==> src/rtl/difftest_commit_tracker.sv <==
// rtl/difftest_commit_tracker.sv - multi-slot difftest commit capture with counters, trap and watchdog
module difftest_commit_tracker #(
    parameter int           NCOMMIT        = 2,
    parameter int           XLEN           = 64,
    parameter logic [6:0]   TRAP_OPCODE    = 7'h6b,
    parameter int           TIMEOUT_CYCLES = 5000,
    parameter logic [7:0]   TIMEOUT_CODE   = 8'hff
) (
    input  logic                    clk,
    input  logic                    rst_n,
    input  logic [NCOMMIT-1:0]      wb_valid,
    input  logic [NCOMMIT*XLEN-1:0] wb_pc,
    input  logic [NCOMMIT*32-1:0]   wb_inst,
    input  logic [NCOMMIT-1:0]      wb_rf_we,
    input  logic [NCOMMIT*5-1:0]    wb_rf_wnum,
    input  logic [NCOMMIT*XLEN-1:0] wb_rf_wdata,
    input  logic [XLEN-1:0]         a0_value,
    output logic [NCOMMIT-1:0]      cmt_valid,
    output logic [NCOMMIT-1:0]      cmt_wen,
    output logic [NCOMMIT*8-1:0]    cmt_wdest,
    output logic [NCOMMIT*XLEN-1:0] cmt_wdata,
    output logic [NCOMMIT*XLEN-1:0] cmt_pc,
    output logic [NCOMMIT*32-1:0]   cmt_inst,
    output logic                    trap,
    output logic                    trap_timeout,
    output logic [7:0]              trap_code,
    output logic [XLEN-1:0]         trap_pc,
    output logic [63:0]             cycle_cnt,
    output logic [63:0]             instr_cnt
);

    typedef enum logic {RUN, TRAPPED} state_t;

    state_t                  state_q;
    logic [31:0]             wd_q;
    logic [XLEN-1:0]         last_pc_q;

    logic [NCOMMIT-1:0]      eff_d;
    logic [NCOMMIT-1:0]      wen_d;
    logic [NCOMMIT*8-1:0]    wdest_d;
    logic [NCOMMIT*XLEN-1:0] wdata_d;
    logic [NCOMMIT*XLEN-1:0] pc_d;
    logic [NCOMMIT*32-1:0]   inst_d;
    logic                    trap_hit;
    logic [XLEN-1:0]         trap_pc_d;
    logic [XLEN-1:0]         last_pc_d;
    logic [63:0]             n_eff;
    logic                    timeout_hit;
    logic                    unused_a0;

    assign unused_a0 = ^a0_value[XLEN-1:8];

    // Slots younger than the first trap in a cycle never retire.
    always_comb begin
        eff_d     = '0;
        wen_d     = '0;
        wdest_d   = '0;
        wdata_d   = '0;
        pc_d      = '0;
        inst_d    = '0;
        trap_hit  = 1'b0;
        trap_pc_d = '0;
        last_pc_d = last_pc_q;
        n_eff     = 64'd0;
        for (int i = 0; i < NCOMMIT; i++) begin
            if (wb_valid[i] && !trap_hit) begin
                eff_d[i]              = 1'b1;
                wen_d[i]              = wb_rf_we[i] && (wb_rf_wnum[i*5 +: 5] != 5'd0);
                wdest_d[i*8 +: 8]     = {3'd0, wb_rf_wnum[i*5 +: 5]};
                wdata_d[i*XLEN +: XLEN] = wb_rf_wdata[i*XLEN +: XLEN];
                pc_d[i*XLEN +: XLEN]  = wb_pc[i*XLEN +: XLEN];
                inst_d[i*32 +: 32]    = wb_inst[i*32 +: 32];
                last_pc_d             = wb_pc[i*XLEN +: XLEN];
                n_eff                 = n_eff + 64'd1;
                if (wb_inst[i*32 +: 7] == TRAP_OPCODE) begin
                    trap_hit  = 1'b1;
                    trap_pc_d = wb_pc[i*XLEN +: XLEN];
                end
            end
        end
        timeout_hit = (TIMEOUT_CYCLES != 0) && (n_eff == 64'd0)
                      && ((wd_q + 32'd1) == 32'(TIMEOUT_CYCLES));
    end

    always_ff @(posedge clk or negedge rst_n) begin
        if (!rst_n) begin
            state_q      <= RUN;
            wd_q         <= '0;
            last_pc_q    <= '0;
            cmt_valid    <= '0;
            cmt_wen      <= '0;
            cmt_wdest    <= '0;
            cmt_wdata    <= '0;
            cmt_pc       <= '0;
            cmt_inst     <= '0;
            trap         <= 1'b0;
            trap_timeout <= 1'b0;
            trap_code    <= '0;
            trap_pc      <= '0;
            cycle_cnt    <= '0;
            instr_cnt    <= '0;
        end else begin
            case (state_q)
                RUN: begin
                    cmt_valid <= eff_d;
                    cmt_wen   <= wen_d;
                    cmt_wdest <= wdest_d;
                    cmt_wdata <= wdata_d;
                    cmt_pc    <= pc_d;
                    cmt_inst  <= inst_d;
                    cycle_cnt <= cycle_cnt + 64'd1;
                    instr_cnt <= instr_cnt + n_eff;
                    last_pc_q <= last_pc_d;
                    wd_q      <= (n_eff != 64'd0) ? 32'd0 : wd_q + 32'd1;
                    if (trap_hit) begin
                        state_q   <= TRAPPED;
                        trap      <= 1'b1;
                        trap_code <= a0_value[7:0];
                        trap_pc   <= trap_pc_d;
                    end else if (timeout_hit) begin
                        state_q      <= TRAPPED;
                        trap         <= 1'b1;
                        trap_timeout <= 1'b1;
                        trap_code    <= TIMEOUT_CODE;
                        trap_pc      <= last_pc_q;
                    end
                end
                default: begin
                    cmt_valid <= '0;
                    cmt_wen   <= '0;
                    cmt_wdest <= '0;
                    cmt_wdata <= '0;
                    cmt_pc    <= '0;
                    cmt_inst  <= '0;
                end
            endcase
        end
    end

endmodule
==> config.mk <==
export PLATFORM = sky130hd
export DESIGN_NAME = difftest_commit_tracker
export DESIGN_NICKNAME = d
export VERILOG_FILES = /design/src/rtl/difftest_commit_tracker.sv
export SDC_FILE = /design/constraint.sdc
export NUM_CORES = 1
export LEC_CHECK = 0
export CAP_MARGIN = 20
export CORE_AREA = 2 2 366 368
export DETAILED_ROUTE_END_ITERATION = 8
export DIE_AREA = 0 0 368 370
export PLACE_DENSITY = 0.53
export SLEW_MARGIN = 0
export SYNTH_ARGS = -nofsm -noshare
export SYNTH_HDL_FRONTEND = slang
export SYNTH_SLANG_ARGS = --single-unit
==> constraint.sdc <==
create_clock -name clk -period 3.4 [get_ports clk]
set_clock_uncertainty 0.05 [all_clocks]
set_input_delay 0.85 -clock clk [delete_from_list [all_inputs] [get_ports clk]]
set_output_delay 0.85 -clock clk [all_outputs]
set_load 0.01 [all_outputs]
Word-level counts from Yosys, hierarchy flattened

Index checks and enable logic that the tools add are counted.
W data, S select, Z words.

Add/sub/neg operators: 4
Equal/unequal tests: 3
Muxes and demuxes: 40
Bitwise logic cells: 2
Reduce and logical (&&, ||, !) cells: 14

Operator list:

| cell                    | number |
|---|---|
| $mux W64                | 14 |
| $mux W128               | 2 |
| $add A64 B1 Y64 const B | 2 |
| $mux W32                | 3 |
| $add A64 B64 Y64        | 1 |
| $logic_not A64 Y1       | 1 |
| $reduce_bool A64 Y1     | 1 |
| $add A32 B1 Y32 const B | 1 |
| $eq A32 B13 Y1 const B  | 1 |
| $mux W16                | 1 |
| $mux W8                 | 2 |
| $eq A7 B7 Y1 const B    | 2 |
| $mux W1                 | 14 |
| $mux W5                 | 2 |
| $reduce_bool A5 Y1      | 2 |
| $logic_and A1 B1 Y1     | 4 |
| $mux W2                 | 2 |
| $reduce_and A2 Y1       | 2 |
| $reduce_bool A2 Y1      | 2 |
| $reduce_and A3 Y1       | 1 |
| $not A1 Y1              | 2 |
| $logic_not A1 Y1        | 1 |

Bits in registers: 639
Bits of input ports: 400

Longest topological paths before layout

Gate-level depths: netlist of the first run.

Word-level depth: 11
Gate-level depth with buffers: 15
Depth with buffers taken out: 13

Worst setup path before layout of the first run

No wires, ideal clock.

Path kind: in2reg
Start: input wb_inst[4]
End: register instr_cnt[42]
Library setup time: 79 ps
Data arrival time: 4214 ps
Slack: -943 ps
Stages on the path: 14
Buffers on the path: 1
Path through: nand4bb_1 -> or2_2 -> nand2_1 -> clkbuf_1 -> ha_1 -> ha_1 -> inv_1 -> fa_1 -> nor3_1 -> nand2_1 -> nor4_1 -> nand2_1 -> nor2_1 -> xor2_1

Word-level cells in the longest chain between the ends: 7

RTL lines:

| what                 | line | source |
|---|---|---|
| start, declared      | 13   | `input logic [NCOMMIT*32-1:0] wb_inst,` |
| $eq A7 B7 Y1         | 75   | `if (wb_inst[i*32 +: 7] == TRAP_OPCODE) begin` |
| $mux W1              | 75   |  |
| $mux W1              | 66   | `if (wb_valid[i] && !trap_hit) begin` |
| $logic_not A1 Y1     | 66   |  |
| $logic_and A1 B1 Y1  | 66   |  |
| $mux W64             | 66   |  |
| $add A64 B64 Y64     | 112  | `instr_cnt <= instr_cnt + n_eff;` |
| end signal, assigned | 112  |  |
| end, declared        | 29   | `output logic [63:0] instr_cnt` |

No other way between the ends.
A chain may end at the register's enable or synchronous reset.

Worst setup path after layout of the first run

Start: input wb_valid[1]
End: register instr_cnt[34]

Word-level cells in the longest chain between the ends: 3

RTL lines:

| what                | line | source |
|---|---|---|
| start, declared     | 11   | `input logic [NCOMMIT-1:0] wb_valid,` |
| $logic_and A1 B1 Y1 | 66   |  |
| $mux W64            | 66   |  |
| $add A64 B64 Y64    | 112  |  |

No other way between the ends.

==> impl_metrics.tcl, run 1 <==
set metrics [dict create \
    peak_clock_frequency_supported_by_timing_mhz 311 \
    power_spent_charging_and_discharging_nets_mw 6.49 \
    cell_taking_the_most_area_after_synthesis "sky130_fd_sc_hd__dfrtp_1" \
    finalSetupViolCount 0 \
    vias_per_cell 4.43 \
    dr.pass1.iters 7 \
    route.detailed.wl_per_inst_um 24.3 \
    grt-ovfl-total 0 \
    required_ns 3.92 \
    worst_path_arrival_time_ns 3.73 \
    timing.max_slew.rel_slack 0.486 \
    grt_max_degree 93 \
    syn_inst 2616 \
    ys.flop_type "sky130_fd_sc_hd__dfrtp_1" \
    drt_first_iter_violations 1518 \
    end_kind "flop" \
    layout-drive-gt1-share 0.0962 \
    timing.critical_path.mode_cell "sky130_fd_sc_hd__ha_4" \
    post-synth-top-area-fraction 0.567 \
    finalCriticalPeriod_ns 3.21 \
    gp_routability_congestion 0.938 \
    layout.cells.most_common "sky130_fd_sc_hd__clkdlybuf4s50_1" \
    finish.cell_count_without_fillers 5404 \
    timing.final.max_slew_violations 0 \
    number_of_buffer_and_inverter_stages_on_the_critical_path 3 \
    wirelength_um 131000 \
    total_number_of_h_tree_levels 3 \
    fillers 13500 \
    power_frac_seq 0.388 \
    vias 24000 \
    criticalPathCategory "in -> reg" \
    status "complete, no violations" \
    power.share.switching 0.293 \
    die_height_um 370 \
    timing.critical_path.fanout_max 4 \
    slowest_stage "sky130_fd_sc_hd__clkdlybuf4s50_1" \
    r2r.worst_path.cells 10 \
    clock_latency_ns 0.71 \
    synth.area.top_cells "sky130_fd_sc_hd__dfrtp_1, sky130_fd_sc_hd__and2_1, sky130_fd_sc_hd__mux2i_1" \
    maxCapViolCount 0 \
    worstMarginPinSlew_ns 0.769 \
    power.static_leakage_nw 18.4 \
    clock_sink_count 633 \
    globalRouteTotalUtil 0.189 \
    ctsRootBufferMaster "sky130_fd_sc_hd__clkbuf_16" \
    setup_ws_pre_cts_ns -0.813 \
    io_pins 942 \
    critPathMaxStageDelay_ns 0.65 \
    grt_setup_unrepaired "no" \
    design.core.area_um2 132000 \
    die_area_um2 136000 \
    min_path_type "in -> async" \
    first_global_vias 24200 \
    layout.nets 3962 \
    hpwlAfterDp_um 102000 \
    critical_path.top_delay_family "simple AND/OR/NAND/NOR gates" \
    syn_area_um2 28000 \
    crit_path_cell_trace "clkdlybuf4s50_1 > nand2_4 > ha_4 > ha_4 > inv_1 > fa_2 > nor3_4 > nand2_2 > nor4_4 > buf_4 > nand4_1 > xnor2_1" \
    cts-buffers-inserted 80 \
    fin_ws_ns 0.189 \
    grt_first_pass_wirelength_um 185000 \
    post-route-util 0.324 \
    synth-edff-count 0 \
    layout-area-overhead-vs-synth_pct 53.4 \
    ir_drop_v 0.000347 \
    timing.critical_path.from_type "primary input" \
    synth-seq-cells 633 \
    power-per-cell-area_nw_per_um2 516 \
    synth-warning-count 0 \
    placement_rows 134 \
    cts_tree "yes" \
    dp_cells 5238 \
    power.clock.fraction 0.410 \
    postRouteAntennaNets 0 \
    synthesis.area_per_instance_um2 10.7 \
    cts.path.max_buffers 3 \
    finalHoldWorstSlack_ns 0.124 \
    cellInternalPower_mw 15.7 \
    remaining_drc_errors 0 \
    floorplan.initialDensity 0.211 \
    cts_hold_repair.buffers 0 \
    antenna_violations_before_repair 44 \
    port-buffer-count 879 \
    hold_violations 0 \
    most-common-layout-cells "sky130_fd_sc_hd__clkdlybuf4s50_1, sky130_fd_sc_hd__dfrtp_1, sky130_fd_sc_hd__nand2_1, sky130_fd_sc_hd__and2_1, sky130_fd_sc_hd__and3_1" \
    fp.dieW_um 368 \
    worst_setup_hold_path_clk_slew_ns 0.07 \
    post_synth_num_cell_types 66 \
    pwr-share-comb 0.202 \
    final.period_utilization 0.944 \
    synth_sequential_area_ratio 0.567 \
    worstSetupPathDepth 12 \
    async_sr_flop_fraction 1.00 \
]
==> worst register-to-register path: stages (launching register included) <==
cell and delay, ns:
sky130_fd_sc_hd__dfrtp_1 0.56, sky130_fd_sc_hd__nand4_1 0.18, sky130_fd_sc_hd__buf_4 0.21, sky130_fd_sc_hd__or3_1 0.41, sky130_fd_sc_hd__nor4b_1 0.26, sky130_fd_sc_hd__nor3b_1 0.14
sky130_fd_sc_hd__nor4_4 0.37, sky130_fd_sc_hd__buf_4 0.24, sky130_fd_sc_hd__buf_12 0.23, sky130_fd_sc_hd__o21a_1 0.18, sky130_fd_sc_hd__o211ai_1 0.08
==> kinds of logic (layout without fill, tap and decap cells) <==
group                    count (synthesis)  count (layout)  share of synthesized area
XOR/XNOR                               134             134                     0.0420
multiplexers                           131             131                     0.0470
other                                    1              23                   0.000134
adder cells (fa/ha/maj)                  6               6                    0.00295
buffers and inverters                  215            1213                     0.0331
AO/OA/AOI/OAI                          428             428                     0.0991
AND/OR/NAND/NOR                       1068            1068                      0.209
flip-flops                             633             633                      0.567
==> metrics by stage <==
step	total power [mW]	area, um2	TNS (ns)
6_report	22.1	42900	0
3_5_place_dp	13.3	40000	-95.59
5_1_grt	23.2	42900	0
3_3_place_gp	13.2	40000	-81.41
2_1_floorplan	10.5	28100	-0.465
4_1_cts	22.6	42800	0
==> sequential cells by signal, indices dropped and copies added, names as in the netlist, 2 cells and up <==
register / cells
last_pc_q: 64
wd_q: 32
cmt_wdest: 10
cycle_cnt: 64
cmt_inst: 64
cmt_pc: 128
instr_cnt: 64
cmt_wen: 2
trap_pc: 64
trap_code: 8
cmt_valid: 2
cmt_wdata: 128
==> final timing paths <==
| kind | start | endpoint | slack, ns |
|---|---|---|---|
| max | wb_valid[1] | instr_cnt[34] | 0.19 |
| min | rst_n | wd_q[27] | 0.12 |
| max reg2reg | wd_q[5] | trap_pc[51] | 0.38 |
| min reg2reg | cycle_cnt[63] | cycle_cnt[63] | 0.43 |
| max in group asynchronous | rst_n | cmt_pc[25] | 2.24 |
| min in group clk | cycle_cnt[63] | cycle_cnt[63] | 0.43 |
==> synthesized netlist by cell type, types with 2 or more instances <==
master,n
sky130_fd_sc_hd__and3_1,191
sky130_fd_sc_hd__a21boi_0,3
sky130_fd_sc_hd__nor4_2,4
sky130_fd_sc_hd__nor2b_1,3
sky130_fd_sc_hd__buf_1,9
sky130_fd_sc_hd__clkbuf_1,141
sky130_fd_sc_hd__xor2_1,50
sky130_fd_sc_hd__ha_1,5
sky130_fd_sc_hd__mux2i_1,129
sky130_fd_sc_hd__nor3_1,22
sky130_fd_sc_hd__mux2_2,2
sky130_fd_sc_hd__o31ai_1,17
sky130_fd_sc_hd__o41ai_1,3
sky130_fd_sc_hd__and4_1,16
sky130_fd_sc_hd__o22ai_1,6
sky130_fd_sc_hd__a22oi_1,64
sky130_fd_sc_hd__nand2_1,291
sky130_fd_sc_hd__a21o_1,2
sky130_fd_sc_hd__and2_1,240
sky130_fd_sc_hd__nand4_2,3
sky130_fd_sc_hd__nand3_1,55
sky130_fd_sc_hd__a21oi_1,22
sky130_fd_sc_hd__nor4_1,15
sky130_fd_sc_hd__o211ai_1,64
sky130_fd_sc_hd__nand4_1,117
sky130_fd_sc_hd__o21ai_0,160
sky130_fd_sc_hd__o21a_1,65
sky130_fd_sc_hd__nand4b_1,4
sky130_fd_sc_hd__buf_6,4
sky130_fd_sc_hd__dfrtp_1,633
sky130_fd_sc_hd__nor4b_1,2
sky130_fd_sc_hd__inv_1,19
sky130_fd_sc_hd__a211oi_1,4
sky130_fd_sc_hd__buf_2,25
sky130_fd_sc_hd__buf_4,15
sky130_fd_sc_hd__a31o_2,5
sky130_fd_sc_hd__nor3b_1,3
sky130_fd_sc_hd__or4_1,4
sky130_fd_sc_hd__xnor2_1,84
sky130_fd_sc_hd__a31oi_1,4
sky130_fd_sc_hd__nor2_1,71
sky130_fd_sc_hd__o311a_1,2
sky130_fd_sc_hd__or3_1,13
sky130_fd_sc_hd__nand3_2,3
==> power by group through the flow <==
stage               clock network, mW  logic [mW]  registers, mW
floorplan                           0        1.62           8.84
global placement                    0        4.53           8.71
detailed placement                  0        4.56           8.73
CTS                              9.38        4.58           8.60
global route                     9.68        4.89           8.67
finish                           9.09        4.47           8.59
==> repair_timing <==
item / CTS / global route
setup buffers: 1 / 3
endpoints found under the setup margin: 13 / 23
pin swaps: 1 / 8
cloned: 0 / 0
resized for setup: 0 / 15
==> routing by layer <==
| metal | track usage | vias to the layer above | share of wire | wire length (um) |
|---|---|---|---|---|
| met4 | 0.0637 | 14 | 0.025 | 3330 |
| met3 | 0.0904 | 169 | 0.11 | 14100 |
| met1 | 0.214 | 11900 | 0.38 | 50200 |
| met5 | 0 | - | 0.00065 | 86 |
| li1 | - | 11100 | - | - |
| met2 | 0.310 | 778 | 0.48 | 63700 |
==> cell type report <==
class,count,area (um2),share of cell area
multi-input combinational,1773,11400,0.265
timing repair buffer,1048,10600,0.246
tap,1768,2210,0.0516
clock inverter,37,531,0.0124
clock buffer,108,2240,0.0522
sequential,633,15800,0.369
antenna,17,42.5,0.000992
inverter,20,82.6,0.00193
Power figures use the tool's default switching activity.
==> run 2: changes to the inputs <==
--- a/config.mk
+++ b/config.mk
@@ -5,11 +5,10 @@
 export SDC_FILE = /design/constraint.sdc
 export NUM_CORES = 1
 export LEC_CHECK = 0
-export CAP_MARGIN = 20
 export CORE_AREA = 2 2 366 368
 export DETAILED_ROUTE_END_ITERATION = 8
 export DIE_AREA = 0 0 368 370
-export PLACE_DENSITY = 0.53
+export PLACE_DENSITY_LB_ADDON = 0.12
 export SLEW_MARGIN = 0
 export SYNTH_ARGS = -nofsm -noshare
 export SYNTH_HDL_FRONTEND = slang
==> run 2 against run 1 <==
Net effect: sequential cell count stayed put; register-to-register slack worse by 0.06 ns; setup slack worse by 0.13 ns; critical path depth is 1 higher; sequential share of layout area is 0.074 points lower; core utilization is 0.065 points higher; final cell count is 0.15% lower; non-clock buffer count is 12 lower; die area stayed put; clock power is 4.4% higher; clock-buffer cell count is 1 higher; critical endpoint is now instr_cnt[39]; highest routed layer unchanged.
==> impl_metrics.tcl, run 2 (synthesis gave the netlist of run 1 again) <==
set metrics [dict create \
    fp.dieW_um 368 \
    design.core.area_um2 132000 \
    worst_setup_hold_path_clk_slew_ns 0.06 \
    layout-area-overhead-vs-synth_pct 53.8 \
    register_area_um2 15800 \
    multi_input_area_um2 11400 \
    clock_sink_count 633 \
    postRouteAntennaNets 0 \
    die_height_um 370 \
    layout-drive-gt1-share 0.0980 \
    largestRegisters "cmt_pc (128), cmt_wdata (128)" \
    antenna_violations_before_repair 14 \
    cts.path.max_buffers 3 \
    detailed_place.area_um2 40000 \
    remaining_drc_errors 0 \
    finalCriticalPeriod_ns 3.34 \
    criticalPathCategory "in -> reg" \
    vias_per_cell 4.36 \
    ir_drop_v 0.000342 \
    final.period_utilization 0.983 \
    hold_violations 0 \
    worstMarginPinSlew_ns 0.781 \
    maxCapViolCount 0 \
    report.power.total_mw 22.4 \
    hpwlAfterDp_um 85400 \
    critical_path.reg2reg.endpoint "trap_pc[50]" \
    finish.cell_count_without_fillers 5396 \
    wirelength_um 118000 \
    grt_max_degree 135 \
    post_layout_instance_area_um2 43000 \
    port-buffer-count 879 \
    worst_setup_path_startpoint "wb_inst[3]" \
    fillers 13600 \
    first_global_vias 24100 \
    ctsRootBufferMaster "sky130_fd_sc_hd__clkbuf_16" \
    min_path_type "in -> async" \
    peak_clock_frequency_supported_by_timing_mhz 299 \
    finalSetupViolCount 0 \
    start_of_the_worst_register_to_register_path "wd_q[7]" \
    total_number_of_h_tree_levels 3 \
    timing.critical_path.from_type "primary input" \
    drt_first_iter_violations 1396 \
    timing.max_slew.rel_slack 0.480 \
    timing.critical_path.fanout_max 6 \
    status "complete, no violations" \
    layout.cells.most_common "sky130_fd_sc_hd__clkdlybuf4s50_1" \
    dp_cells 5229 \
    floorplan.initialDensity 0.211 \
    most-common-layout-cells "sky130_fd_sc_hd__clkdlybuf4s50_1, sky130_fd_sc_hd__dfrtp_1, sky130_fd_sc_hd__nand2_1, sky130_fd_sc_hd__and2_1, sky130_fd_sc_hd__and3_1" \
    cts_tree "yes" \
    die_area_um2 136000 \
    required_ns 3.92 \
    placement_rows 134 \
    worst-r2r-setup-slack_ns 0.32 \
    worst_path_arrival_time_ns 3.86 \
    gp_routability_congestion 0.795 \
    globalRouteTotalUtil 0.171 \
    r2r.worst_path.cells 9 \
    power.static_leakage_nw 18.4 \
    grt_first_pass_wirelength_um 173000 \
    cts_hold_repair.buffers 0 \
    worst_setup_path_endpoint "instr_cnt[39]" \
    cts-buffers-inserted 85 \
    layout.nets 3955 \
    timing.final.max_slew_violations 0 \
    post-route-util 0.324 \
    grt-ovfl-total 0 \
    dr.pass1.iters 7 \
    io_pins 942 \
    route.detailed.wl_per_inst_um 21.9 \
    end_kind "flop" \
    power-per-cell-area_nw_per_um2 520 \
    clock_latency_ns 0.69 \
    vias 23500 \
]
-- run 2: cell count changes in the layout (fill, tap and decap cells not counted), sizes merged --
cell / change
dlymetal6s2s: -4
inv: -2
clkinvlp: +3
clkdlybuf4s50: +4
clkbuf: +1
bufinv: +1
buf: -12
clkinv: +11
diode: -10
-- run 2: final cells by class --
type	count	area share
clock inverters	50	0.0128
well taps	1768	0.0515
flip-flops and latches	633	0.369
inverters	20	0.00192
diodes	7	0.000408
multi-input cells	1773	0.265
repair buffers	1036	0.244
clock buffers	109	0.0556
-- run 2: repair_timing --
item                       4_1_cts  5_1_grt
setup endpoints to repair        0       16
gates resized for setup          0       10
setup buffers                    0        2
-- run 2: worst max-delay path, cell delays in order --
cell	delay (ns)
sky130_fd_sc_hd__clkdlybuf4s50_1	0.48
sky130_fd_sc_hd__nand4bb_1	0.16
sky130_fd_sc_hd__or2_4	0.35
sky130_fd_sc_hd__nand3_1	0.15
sky130_fd_sc_hd__inv_1	0.06
sky130_fd_sc_hd__ha_1	0.28
sky130_fd_sc_hd__a21oi_2	0.07
sky130_fd_sc_hd__or4_1	0.45
sky130_fd_sc_hd__or3_1	0.42
sky130_fd_sc_hd__nor2_4	0.19
sky130_fd_sc_hd__buf_12	0.13
sky130_fd_sc_hd__nand4_1	0.11
sky130_fd_sc_hd__xnor2_1	0.15
-- run 2: power breakdown --
part	internal, mW	switching, mW
Sequential	8.18	0.380
Combinational	2.11	2.19
Clock	5.74	3.75
-- run 2: through the flow --
stage / setup slack (ns) / hold WS, ns / setup TNS (ns)
after floorplan: -0.0972 / 0.399 / -0.465
after global placement: -0.716 / 0.401 / -93.38
after detailed placement: -0.711 / 0.415 / -90.62
after CTS: 0.0353 / 0.0501 / 0
after global routing: -0.0108 / 0.0833 / -0.0108
final: 0.0578 / 0.0823 / 0
-- run 2: worst min path at each step --
stage | cells past startpoint | end
floorplan | 2 | last_pc_q[0]
global placement | 1 | trap_timeout
detailed placement | 1 | cycle_cnt[63]
CTS | 1 | cmt_inst[53]
global route | 1 | cmt_inst[53]
finish | 1 | cmt_inst[53]
-- run 2: metal layers --
metal | track usage | share of wire | vias to the layer above
li1 | - | - | 11100
met1 | 0.218 | 0.43 | 11600
met2 | 0.276 | 0.48 | 693
met3 | 0.0538 | 0.074 | 128
met4 | 0.0474 | 0.020 | 2
met5 | 0 | 0.00011 | -
